--- config.mk ---
export PLATFORM = sky130hd
export DESIGN_NAME = keypad_entry_ctrl
export DESIGN_NICKNAME = d
export VERILOG_FILES = /design/src/rtl/keypad_entry_ctrl.sv
export SDC_FILE = /design/constraint.sdc
export NUM_CORES = 1
export LEC_CHECK = 0
export ABC_AREA = 1
export BUFFER_PORTS_ARGS = -buffer_cell sky130_fd_sc_hd__buf_4
export CAP_MARGIN = 10
export CORE_MARGIN = 3
export CORE_UTILIZATION = 40
export CTS_BUF_LIST = sky130_fd_sc_hd__clkbuf_4 sky130_fd_sc_hd__clkbuf_8
export DETAILED_ROUTE_END_ITERATION = 8
export GPL_TIMING_DRIVEN = 0
export PLACE_DENSITY = 0.7
export RECOVER_POWER = 25
export SLEW_MARGIN = 20
export SYNTH_ARGS = -nofsm -noshare
export SYNTH_HDL_FRONTEND = slang
export SYNTH_SLANG_ARGS = --single-unit
--- constraint.sdc ---
create_clock -name clk -period 2 [get_ports clk]
set_input_delay 0.5 -clock clk [delete_from_list [all_inputs] [get_ports clk]]
set_output_delay 0.5 -clock clk [all_outputs]
set_load 0.02 [all_outputs]
--- src/rtl/keypad_entry_ctrl.sv ---
// Keypad entry sequencer: assembles up to three BCD digits, latches them on ENTER,
// and drives the multiplexed 7-segment refresh with leading-digit blanking.
module keypad_entry_ctrl #(
    parameter int REFRESH_DIV = 27000,
    parameter int N_DIG       = 3
) (
    input  logic        clk,
    input  logic        reset,
    input  logic [3:0]  key_code,
    input  logic        key_valid,
    output logic [3:0]  digit_out,
    output logic [2:0]  an,
    output logic [11:0] num_out,
    output logic        num_valid,
    output logic        overflow,
    output logic [1:0]  state_o
);

    localparam int CW = (REFRESH_DIV > 1) ? $clog2(REFRESH_DIV) : 1;
    localparam int BW = 4 * N_DIG;

    localparam logic [1:0] ST_IDLE  = 2'd0;
    localparam logic [1:0] ST_ENTRY = 2'd1;
    localparam logic [1:0] ST_DONE  = 2'd2;

    localparam logic [3:0] KEY_CLEAR = 4'hA;
    localparam logic [3:0] KEY_ENTER = 4'hB;

    logic [1:0]    state_r, state_s;
    logic [BW-1:0] buf_r, buf_s;
    logic [1:0]    cnt_r, cnt_s;
    logic [11:0]   num_out_r, num_out_s;
    logic          num_valid_r, num_valid_s;
    logic          overflow_r, overflow_s;
    logic [CW-1:0] refresh_r;
    logic [1:0]    scan_r;
    logic [2:0]    an_r, an_s;
    logic [3:0]    digit_out_r, digit_out_s;
    logic          is_digit_s;

    assign is_digit_s = (key_code <= 4'd9);

    // Key-event decode and entry state machine next-state logic
    always_comb begin
        state_s     = state_r;
        buf_s       = buf_r;
        cnt_s       = cnt_r;
        num_out_s   = num_out_r;
        num_valid_s = 1'b0;
        overflow_s  = 1'b0;
        case (state_r)
            ST_IDLE, ST_DONE: begin
                if (key_valid && is_digit_s) begin
                    buf_s   = {8'h00, key_code};
                    cnt_s   = 2'd1;
                    state_s = ST_ENTRY;
                end else if (key_valid && (key_code == KEY_CLEAR)) begin
                    buf_s   = 12'h000;
                    cnt_s   = 2'd0;
                    state_s = ST_IDLE;
                end else begin
                    state_s = state_r;
                end
            end
            ST_ENTRY: begin
                if (key_valid && is_digit_s) begin
                    if (cnt_r < 2'd3) begin
                        buf_s = {buf_r[7:0], key_code};
                        cnt_s = cnt_r + 2'd1;
                    end else begin
                        overflow_s = 1'b1;
                    end
                end else if (key_valid && (key_code == KEY_CLEAR)) begin
                    buf_s   = 12'h000;
                    cnt_s   = 2'd0;
                    state_s = ST_IDLE;
                end else if (key_valid && (key_code == KEY_ENTER)) begin
                    num_out_s   = buf_r;
                    num_valid_s = 1'b1;
                    state_s     = ST_DONE;
                end else begin
                    state_s = ST_ENTRY;
                end
            end
            default: begin
                // Unreachable encoding: recover to a clean idle entry
                state_s = ST_IDLE;
                buf_s   = 12'h000;
                cnt_s   = 2'd0;
            end
        endcase
    end

    // Display selection for the current scan position, blanking unentered digits
    always_comb begin
        an_s        = 3'b111;
        digit_out_s = 4'h0;
        if (scan_r < cnt_r) begin
            case (scan_r)
                2'd0: begin
                    an_s        = 3'b110;
                    digit_out_s = buf_r[3:0];
                end
                2'd1: begin
                    an_s        = 3'b101;
                    digit_out_s = buf_r[7:4];
                end
                2'd2: begin
                    an_s        = 3'b011;
                    digit_out_s = buf_r[11:8];
                end
                default: begin
                    an_s        = 3'b111;
                    digit_out_s = 4'h0;
                end
            endcase
        end else begin
            an_s        = 3'b111;
            digit_out_s = 4'h0;
        end
    end

    // Entry state and latched-number registers
    always_ff @(posedge clk) begin
        if (reset) begin
            state_r     <= ST_IDLE;
            buf_r       <= 12'h000;
            cnt_r       <= 2'd0;
            num_out_r   <= 12'h000;
            num_valid_r <= 1'b0;
            overflow_r  <= 1'b0;
        end else begin
            state_r     <= state_s;
            buf_r       <= buf_s;
            cnt_r       <= cnt_s;
            num_out_r   <= num_out_s;
            num_valid_r <= num_valid_s;
            overflow_r  <= overflow_s;
        end
    end

    // Refresh divider, scan index and registered display drive
    always_ff @(posedge clk) begin
        if (reset) begin
            refresh_r   <= '0;
            scan_r      <= 2'd0;
            an_r        <= 3'b111;
            digit_out_r <= 4'h0;
        end else begin
            an_r        <= an_s;
            digit_out_r <= digit_out_s;
            if (refresh_r == CW'(REFRESH_DIV - 1)) begin
                refresh_r <= '0;
                scan_r    <= (scan_r >= 2'd2) ? 2'd0 : (scan_r + 2'd1);
            end else begin
                refresh_r <= refresh_r + {{(CW-1){1'b0}}, 1'b1};
            end
        end
    end

    assign digit_out = digit_out_r;
    assign an        = an_r;
    assign num_out   = num_out_r;
    assign num_valid = num_valid_r;
    assign overflow  = overflow_r;
    assign state_o   = state_r;

endmodule

==> run metrics <==
I/O Buffers 29; Min Hold Slack 420 ps; Slew Limit Fails 0; crit end category flip-flop; Finished Layout Cells about 470; design area 2840 sq um; core area between 5000 and 6000 sq um; fin crit share 0.796; Placer Congestion between 0.8 and 0.9; initial core utilization 0.420; Worst slew margin 0.702; fin crit period around 1600 ps; Die Y approximately 85 um; Detailed Route Iter0 Violations 117; root buf cell clkbuf_8; Leakage 1.36 nW; Final Util 0.475; Routed WL between 5000 and 6000 um; power consumption around 1.9 mW; Clock Power Share 0.332; Fmax ~630 MHz; TritonCTS Buffers 5; RSZ-0062 raised after global routing no; I/O pins 30; Data arrival, critical path roughly 1800 ps; total gr overflow 0; fraction of layout cells with a size suffix above 1 0.121; Final TNS setup 0 ps; first-pass GRT wire length 9770 um; # setup viols final 0; vias in the first global route 2093; Setup Skew roughly 7.4 ps; logic gate share of total power 0.074; critical path's most frequent cell nand2_1; Min-Delay Path Class primary input to flip-flop; Startpoint Class primary input; Switch Pwr 481 uW; final worst-path setup slack 407 ps; Chip Width 85.3 um; drt first pass iters 4; sinks on the clock net 54; max incr delay on CP 340 ps; outcome complete, no violations; Pwr per Cell Area ~660 nW/um^2; Sw Share 0.257; Synthesized Nets 370; dpl ws ~460 ps; Tot GR Track Use 0.165; DR vias 2272; initial antenna violation count 0; slew at the pin closest to its max-slew limit about 450 ps; CTS Buffer Depth 2; sequential share of the synthesized area 0.430; WP buf/inv 3; drt wl/cell approximately 12 um; Syn Area/Cell between 6 and 7 sq um; pin count of the biggest net entering global routing 19; CP cell instances clkbuf_1 > o21ai_2 > clkbuf_1 > nand2_1 > buf_6 > nand3_1 > nand2_1 > nand2_1 > nand2_1; fillers 629; clk_lat worst skew around 310 ps; # placed instances ~460; YS warnings 0; critical path fanouts, max 10; Setup Fix Bufs, Post-CTS 0; commonest non-fill, non-tap cell in the layout nand2_1; FF+latch count, synth 54; synthesized area roughly 2500 sq um; Syn-to-layout area delta 13.1%; drt drc 0; DP HPWL between 4000 and 5000 um; CP max stage cell clkbuf_1; CTS H-tree lvls 2; VDD IR max 0.000305 V; Clk pin slew, worst setup/hold paths 90 ps; Mapped Cells between 300 and 400; internal power about 1.4 mW; Total Nets Final between 400 and 500; Unique masters post-synth 28; Placed Instance Area between 2000 and 3000 sq um; max-cap violation count 0; most frequent cells in the layout nand2_1, nor2_1, dfxtp_1; cell family with most CP delay buffers and inverters; CTS tree done; Detail Route Antenna Nets 0; Flop pwr share 0.594; worst setup path class primary input to flip-flop; post-cts sizing count 0; Die ar. approximately 7300 sq um; Req. time, crit path between 2000 and 2500 ps; vias per cell roughly 4.8; # rows 28; n_diodes 0; Final Hold Vio Count 0; hold_buf cts 0
==> logic make-up after synthesis <==
family | Yosys count | share of synthesized area
compound gates | 22 | 0.0483
xor+xnor | 4 | 0.0139
fa+ha+maj | 3 | 0.0149
buf+inv | 43 | 0.0821
flops | 54 | 0.430
simple gates | 234 | 0.411
==> cells in the mapped netlist <==
| cell type | count | area share |
|---|---|---|
| nand2_1 | 122 | 0.18 |
| dfxtp_1 | 54 | 0.43 |
| nor2_1 | 52 | 0.078 |
| inv_1 | 28 | 0.042 |
| nand3_1 | 28 | 0.056 |
| nand4_1 | 15 | 0.037 |
| o21ai_0 | 9 | 0.018 |
| a21oi_1 | 8 | 0.016 |
| buf_6 | 5 | 0.022 |
| inv_2 | 4 | 0.0060 |
| nand3b_1 | 4 | 0.012 |
| nor2_4 | 4 | 0.018 |
| buf_2 | 3 | 0.0060 |
| ha_1 | 3 | 0.015 |
| o21ai_1 | 3 | 0.0060 |
| nand2_2 | 2 | 0.0050 |
| nor2_2 | 2 | 0.0050 |
| or2_2 | 2 | 0.0050 |
| xnor2_1 | 2 | 0.0070 |
| xor2_1 | 2 | 0.0070 |
| a211oi_2 | 1 | 0.0050 |
| buf_1 | 1 | 0.0015 |
| buf_4 | 1 | 0.0030 |
| clkbuf_1 | 1 | 0.0015 |
| nand2_4 | 1 | 0.0045 |
| nand3_2 | 1 | 0.0040 |
| nand4_2 | 1 | 0.0050 |
| o21ai_2 | 1 | 0.0035 |
==> worst paths after layout <==
check / startpoint / end / slack, ps / cells after the start
setup / recovery: key_code[2] / cnt_r[1] / 410 / 9
hold / removal: reset / state_o[0] / 420 / 2
setup reg to reg: state_o[0] / num_out[0] / 420 / 8
hold reg to reg: refresh_r[14] / refresh_r[14] / 470 / 2
==> layout make-up <==
cell class / count / area [sq um] / share of cell area
flip-flops and latches: 54 / 1080 / 0.380
inverters: 32 / 120 / 0.0422
well taps: 75 / 93.8 / 0.0330
clock inverters: 3 / 23.8 / 0.00836
plain buffers: 11 / 75.1 / 0.0264
repair buffers: 29 / 176 / 0.0620
clock buffers: 5 / 68.8 / 0.0242
multi-input cells: 263 / 1200 / 0.424
==> power by group through the flow <==
stage	registers [mW]	clock network [mW]	logic [mW]
after detailed placement	1.14	0	0.147
after global routing	1.12	0.686	0.157
after global placement	1.14	0	0.145
after CTS	1.11	0.647	0.147
after floorplan	1.14	0	0.0921
final	1.11	0.623	0.138
==> registers in the layout (all words and copies together), names as in the netlist <==
name / flops
refresh_r: 15
scan_r: 2
state_o: 2
overflow: 1
an: 3
buf_r: 12
num_valid: 1
digit_out: 4
cnt_r: 2
num_out: 12
==> per-layer routing <==
layer | GRT usage | vias up | routed length, um
li1 | - | 1207 | -
met1 | 0.232 | 1005 | 2820
met2 | 0.244 | 54 | 2370
met3 | 0.0398 | 6 | 326
met4 | 0.0604 | 0 | 75
met5 | 0 | - | 0
(Power assumes the default switching activity.)
